==> src/rtl/data_selector_4x8.sv <==
// Four-cell scratch register store. Stores data_i into cell[adr_i] when read_sig_i is high,
// and registers cell[adr_i] onto data_o when write_sig_i is high.
module data_selector_4x8 #(
    parameter int DATA_W = 8
) (
    input  logic              clk_i,
    input  logic              rst_i,
    input  logic [DATA_W-1:0] data_i,
    input  logic [1:0]        adr_i,
    input  logic              read_sig_i,
    input  logic              write_sig_i,
    output logic [DATA_W-1:0] data_o
);

    logic [DATA_W-1:0] cell_1;
    logic [DATA_W-1:0] cell_2;
    logic [DATA_W-1:0] cell_3;
    logic [DATA_W-1:0] cell_4;

    logic [3:0]        store_en;
    logic [DATA_W-1:0] sel_data;

    // One-hot store decode; an unknown enable resolves to no store.
    always_comb begin
        store_en = 4'b0000;
        if (read_sig_i == 1'b1) begin
            case (adr_i)
                2'd0:    store_en = 4'b0001;
                2'd1:    store_en = 4'b0010;
                2'd2:    store_en = 4'b0100;
                2'd3:    store_en = 4'b1000;
                default: store_en = 4'b0000;
            endcase
        end
    end

    // Read mux sees the pre-edge cell contents, so a same-edge store is never bypassed.
    always_comb begin
        sel_data = '0;
        case (adr_i)
            2'd0:    sel_data = cell_1;
            2'd1:    sel_data = cell_2;
            2'd2:    sel_data = cell_3;
            2'd3:    sel_data = cell_4;
            default: sel_data = '0;
        endcase
    end

    always_ff @(posedge clk_i or posedge rst_i) begin
        if (rst_i) begin
            cell_1 <= '0;
        end else if (store_en[0]) begin
            cell_1 <= data_i;
        end
    end

    always_ff @(posedge clk_i or posedge rst_i) begin
        if (rst_i) begin
            cell_2 <= '0;
        end else if (store_en[1]) begin
            cell_2 <= data_i;
        end
    end

    always_ff @(posedge clk_i or posedge rst_i) begin
        if (rst_i) begin
            cell_3 <= '0;
        end else if (store_en[2]) begin
            cell_3 <= data_i;
        end
    end

    always_ff @(posedge clk_i or posedge rst_i) begin
        if (rst_i) begin
            cell_4 <= '0;
        end else if (store_en[3]) begin
            cell_4 <= data_i;
        end
    end

    // data_o holds its last value whenever write_sig_i is low.
    always_ff @(posedge clk_i or posedge rst_i) begin
        if (rst_i) begin
            data_o <= '0;
        end else if (write_sig_i == 1'b1) begin
            data_o <= sel_data;
        end
    end

endmodule

==> config.mk <==
export PLATFORM = sky130hd
export DESIGN_NAME = data_selector_4x8
export DESIGN_NICKNAME = d
export VERILOG_FILES = /design/src/rtl/data_selector_4x8.sv
export SDC_FILE = /design/constraint.sdc
export NUM_CORES = 1
export LEC_CHECK = 0
export CORE_AREA = 3 3 61 63
export DETAILED_ROUTE_END_ITERATION = 8
export DIE_AREA = 0 0 64 66
export GPL_TIMING_DRIVEN = 0
export PLACE_DENSITY_LB_ADDON = 0.25
export SLEW_MARGIN = 20
export SYNTH_ARGS = -nofsm -noshare
export SYNTH_HDL_FRONTEND = slang
export SYNTH_SLANG_ARGS = --single-unit
==> constraint.sdc <==
create_clock -name clk_i -period 1.7 [get_ports clk_i]
set_input_delay 0.425 -clock clk_i [delete_from_list [all_inputs] [get_ports clk_i]]
set_output_delay 0.425 -clock clk_i [all_outputs]
set_load 0.005 [all_outputs]
==> results of run 1 <==
-- final cells by class --
class / count / area share, %
Tap cell: 46 / 2.70
Timing Repair Buffer: 27 / 12.2
Inverter: 1 / 0.176
Multi-Input combinational cell: 70 / 32.9
Clock buffer: 6 / 1.94
Buffer: 4 / 1.47
Clock inverter: 2 / 1.64
Sequential cell: 40 / 46.9
-- final timing paths --
check | cells after the start | from | to | slack, ns
worst min register to register | 2 | data_o[2] | data_o[2] | 0.51
max in group asynchronous | 2 | rst_i | cell_2[2] | 0.67
worst min-delay path | 2 | data_o[2] | data_o[2] | 0.51
worst max register to register | 3 | data_o[3] | data_o[3] | 0.85
worst max-delay path | 1 | data_o[5] | data_o[5] | 0.05
min in group asynchronous | 2 | rst_i | data_o[3] | 0.52
-- through the flow --
step | util, % | std cells | setup TNS (ns)
finish | 64.9 | 196 | 0
floorplan | - | 115 | 0
detailed placement | 60.8 | 181 | -9.69
global placement | 60.8 | 181 | -23.08
global route | 64.9 | 196 | -0.0136
CTS | 63.3 | 190 | 0
-- synthesized netlist by cell type --
cell type  number  area [um^2]
nand2_1         1         3.75
nand2b_1        9         56.3
mux2_2         32          360
clkbuf_1        1         3.75
nor3b_4         1         18.8
nand3b_2        2         22.5
o221ai_1        8         70.1
inv_1           1         3.75
buf_2           1         5.00
mux2i_1        16          160
dfrtp_1        40         1000
nand3_2         1         10.0
buf_6           2         22.5
-- routing by layer --
metal | track usage (%) | part of all wire [%]
met1 | 22.0 | 44
met2 | 29.8 | 49
met3 | 6.29 | 5.4
met4 | 7.28 | 1.6
met5 | 0 | 0
-- sequential cells by signal, summed over array words and instances (netlist names) --
signal	flops
cell_3	8
cell_2	8
data_o	8
cell_1	8
cell_4	8
-- cell usage in the layout, fill, tap and decap left out, drive strengths merged --
master         Yosys  routed
buf                3      10
bufinv             0       1
clkbuf             1       7
clkdlybuf4s50      0      17
clkinv             0       1
dfrtp             40      40
dlymetal6s2s       0       3
inv                1       1
mux2              32      32
mux2i             16      16
nand2              1       1
nand2b             9       9
nand3              1       1
nand3b             2       2
nor3b              1       1
o221ai             8       8
-- logic make-up (layout without fill, tap and decap cells) --
group | Yosys count | after routing | share of synthesized area, %
multiplexers | 48 | 48 | 29.9
buffers and inverters | 5 | 40 | 2.02
AO/OA/AOI/OAI | 8 | 8 | 4.03
AND/OR/NAND/NOR | 14 | 14 | 6.41
flip-flops | 40 | 40 | 57.6
-- power breakdown --
group | internal, uW | switching (uW)
Combinational | 299 | 173
Clock | 308 | 303
Sequential | 1130 | 88.6
-- timing repair --
item | 4_1_cts | 5_1_grt
buffers inserted | 1 | 6
setup endpoints to repair | 1 | 14
gates cloned | 0 | 0
resized for setup | 0 | 3
pin swaps | 0 | 0
==> run_results.csv, run 1 <==
group,metric,value,unit
placed_design,postPlaceCellArea,2000,um^2
sta,setup_viol,0,
sta,hold_viol,0,
sta,clock_skew,0.0161,ns
floorplanning,placementRows,21,
clock_network,cts.path.max_buffers,2,
power,powerDensity,1080,nW/um^2
global_routing,grt_pass1_wl,5550,um
sta,drv_slew,0,
placed_design,port_buffers,20,
clock_network,cts_tree,"yes",
critical_path,cp.arrival,1.23,ns
critical_path,path_class,"flop to output pin",
global_routing,grt_max_degree,41,
sta,hold_ws,0.513,ns
floorplanning,start_util,52.9,%
final_layout,multiInputGateArea,702,um^2
drt,num_vias,1067,
global_routing,grt_pass1_vias,1116,
power,vdd_drop_max,0.000668,V
critical_path,end_kind,"output pin",
global_routing,grt_antenna_before_repair,0,
placed_design,place_ws,-0.350,ns
drt,drcViolationCount,0,
global_routing,globalRouteOverflowTotal,0,
worst_hold_path,hp-class,"flop to flop",
global_routing,grt_usage,18.2,%
sta,timing.final.crit_share,97.1,%
sta,maxSlewHeadroom,47.4,%
critical_path,crit_family,"buffers and inverters",
synth,synth-seq-cells,40,
synth,yosysWarnings,0,
clock_network,cts_buffers,5,
clock_network,clk_pin_slew,0.12,ns
floorplanning,core,3280,um^2
power,leakage,0.000974,uW
clock_network,root_buffer,"clkbuf_4",
final_layout,drive_gt1_share,36.0,%
floorplanning,fp.dieW,64,um
final_layout,fin_area,2130,um^2
final_layout,nNetsFinal,163,
floorplanning,die-height,66,um
critical_path,required,1.27,ns
synth,avgSynthCellArea,15.1,um^2
final_layout,n_fill_cell,264,
synth,yosysSeqAreaShare,57.6,%
clock_network,cts_hold_buf,0,
critical_path,crit_fanout,2,
critical_path,worstSetupStartpointType,"flop",
drt,via_per_inst,5.44,
sta,clock.fmax,0.606,GHz
synth,synth_cells,115,
floorplanning,dieArea,4220,um^2
critical_path,crit_chain,"clkdlybuf4s50_1",
drt,drt_iter0_markers,87,
synth,synth_nets,129,
clock_network,clk-insertion-delay-late,0.36,ns
sta,worst_pin_slew,0.788,ns
sta,setup_slack,0.0487,ns
sta,period_minus_slack,1.65,ns
critical_path,cpPeakStageDelay,0.50,ns
run,maxCapViolCount,0,
clock_network,clock_sinks,40,
floorplanning,ios,22,
critical_path,crit_buf_inv,1,
final_layout,syn_to_final_growth,22.7,%
final_layout,ff_latch_area,1000,um^2
drt,avgRoutedWirePerCell,17.0,um
status,status,"completed",
drt,first_pass_iters,4,
placed_design,dpl.hpwl,2190,um
power,p_total,2310,uW
placed_design,gp_congestion,0.699,
clock_network,htree_levels,2,
synth,syn_area,1740,um^2
critical_path,slowest_stage,"clkdlybuf4s50_1",
drt,ant_nets,0,
final_layout,antenna_cells,0,
synth,synth.distinct_cells,13,
drt,totalWireLength,3340,um
(Power assumes the default switching activity.)
==> run 2, diff against run 1 <==
--- a/config.mk
+++ b/config.mk
@@ -5,11 +5,12 @@
 export SDC_FILE = /design/constraint.sdc
 export NUM_CORES = 1
 export LEC_CHECK = 0
-export CORE_AREA = 3 3 61 63
+export CORE_AREA = 3 3 52 74
 export DETAILED_ROUTE_END_ITERATION = 8
-export DIE_AREA = 0 0 64 66
+export DIE_AREA = 0 0 55 77
 export GPL_TIMING_DRIVEN = 0
 export PLACE_DENSITY_LB_ADDON = 0.25
+export REMOVE_ABC_BUFFERS = 1
 export SLEW_MARGIN = 20
 export SYNTH_ARGS = -nofsm -noshare
 export SYNTH_HDL_FRONTEND = slang
==> run_results.csv, run 2 (synthesized netlist as in run 1, its figures left out) <==
group,metric,value,unit
drt,via_per_inst,5.70,
clock_network,htree_levels,2,
floorplanning,placementRows,25,
power,leakage,0.000922,uW
clock_network,clock_sinks,40,
placed_design,port_buffers,21,
global_routing,grt_antenna_before_repair,0,
critical_path,end_kind,"flop",
sta,hold_ws,0.504,ns
final_layout,drive_gt1_share,33.8,%
sta,setup_viol,0,
floorplanning,ios,22,
status,status,"completed",
drt,totalWireLength,3250,um
power,powerDensity,1190,nW/um^2
floorplanning,core,3320,um^2
final_layout,syn_to_final_growth,21.0,%
final_layout,nNetsFinal,155,
final_layout,fin_area,2100,um^2
final_layout,antenna_cells,0,
power,p_total,2490,uW
sta,timing.final.crit_share,94.2,%
floorplanning,start_util,52.4,%
clock_network,clk_pin_slew,0.07,ns
clock_network,root_buffer,"clkbuf_8",
clock_network,cts_buffers,5,
run,maxCapViolCount,0,
floorplanning,fp.dieW,55,um
drt,drcViolationCount,0,
drt,num_vias,1038,
placed_design,gp_congestion,0.682,
sta,drv_slew,0,
sta,rsz0062_at_grt,"no",
sta,worst_pin_slew,0.811,ns
final_layout,multiInputGateArea,702,um^2
global_routing,globalRouteOverflowTotal,0,
final_layout,n_fill_cell,275,
final_layout,mostFrequentLayoutCells,"40 x dfrtp_1, 32 x mux2_2, 20 x clkdlybuf4s50_1, 16 x mux2i_1, 9 x nand2b_1",
global_routing,grt_pass1_vias,1072,
final_layout,ff_latch_area,1000,um^2
floorplanning,die-height,77,um
clock_network,cts_hold_buf,0,
critical_path,required,1.88,ns
drt,first_pass_iters,4,
final_layout,fin_util,63.4,%
sta,hold_viol,0,
power,vdd_drop_max,0.000907,V
clock_network,clk-insertion-delay-late,0.29,ns
clock_network,cts_tree,"yes",
floorplanning,dieArea,4240,um^2
critical_path,worstSetupStartpointType,"primary input",
clock_network,cts.path.max_buffers,2,
worst_hold_path,hp-class,"flop to flop",
placed_design,place_inst,172,
global_routing,grt_max_degree,41,
drt,ant_nets,0,
critical_path,cp.arrival,1.78,ns
sta,clock_skew,0.00322,ns
final_layout,final_cells,182,
critical_path,path_class,"primary input to flop",
sta,maxSlewHeadroom,45.8,%
critical_path,crit_fanout,8,
sta,clock.fmax,0.624,GHz
placed_design,postPlaceCellArea,1960,um^2
global_routing,grt_pass1_wl,5140,um
placed_design,dpl.hpwl,2090,um
final_layout,layout_commonest_cell,"dfrtp_1",
drt,avgRoutedWirePerCell,17.9,um
global_routing,grt_usage,17.6,%
drt,drt_iter0_markers,25,
sta,period_minus_slack,1.60,ns
==> run 2: cell types whose count changed in the layout (fill, tap and decap cells not counted) <==
cell and delta:
buf_6 -2, clkbuf_8 +7, clkbuf_1 -2, dlymetal6s2s_1 -3, clkinv_2 -1, clkbuf_4 -5, buf_4 -5, clkdlybuf4s50_1 +3
==> run 2: routing by layer <==
metal | GRT usage (%) | routed length (um) | share of wire (%) | up-vias
met3 | 4.08 | 107 | 3.3 | 8
met1 | 22.4 | 1380 | 43 | 533
li1 | - | - | - | 475
met5 | 0 | 0 | 0 | -
met2 | 27.0 | 1690 | 52 | 22
met4 | 9.49 | 74 | 2.3 | 0
==> run 2: cell type report <==
cell class	count	share of cell area, %
clock inverter	1	1.43
timing repair buffer	23	10.5
multi-input combinational	70	33.4
tap	40	2.38
clock buffer	7	4.58
sequential	40	47.6
inverter	1	0.178
==> run 2: repair_timing <==
item | CTS | global route
gates resized for setup | 0 | 0
setup buffers | 2 | 0
endpoints found under the setup margin | 8 | 0
==> run 2: metrics by stage <==
step	TNS [ns]	setup slack [ns]
2_1_floorplan	0	0.357
3_3_place_gp	-51.36	-1.05
3_5_place_dp	-7.79	-0.337
4_1_cts	0	0.103
5_1_grt	0	0.0490
6_report	0	0.0986
==> run 2: path summary, 6_finish.rpt <==
check / from / endpoint / slack (ns) / depth (start not counted)
max in group asynchronous: rst_i / cell_4[0] / 0.59 / 2
hold reg to reg: data_o[0] / data_o[0] / 0.50 / 2
setup reg to reg: cell_4[6] / data_o[6] / 0.86 / 2
hold / removal: data_o[0] / data_o[0] / 0.50 / 2
min in group asynchronous: rst_i / cell_3[3] / 0.60 / 2
setup / recovery: adr_i[1] / cell_2[0] / 0.1 / 3
==> run 2: report_power, final <==
| part | internal [uW] | switching [uW] |
|---|---|---|
| Sequential | 1130 | 89.3 |
| Clock | 518 | 320 |
| Combinational | 271 | 161 |
==> run 2: critical path, stage by stage <==
cell	delay [ns]
clkdlybuf4s50_1	0.54
nand3b_2	0.44
mux2_2	0.37
==> run 3, diff against run 2 <==
--- a/config.mk
+++ b/config.mk
@@ -6,6 +6,7 @@
 export NUM_CORES = 1
 export LEC_CHECK = 0
 export CORE_AREA = 3 3 52 74
+export CTS_CLUSTER_DIAMETER = 100
 export DETAILED_ROUTE_END_ITERATION = 8
 export DIE_AREA = 0 0 55 77
 export GPL_TIMING_DRIVEN = 0
==> results of run 3 <==
Same layout as run 2: the final DEF is identical, and so are final timing and power.
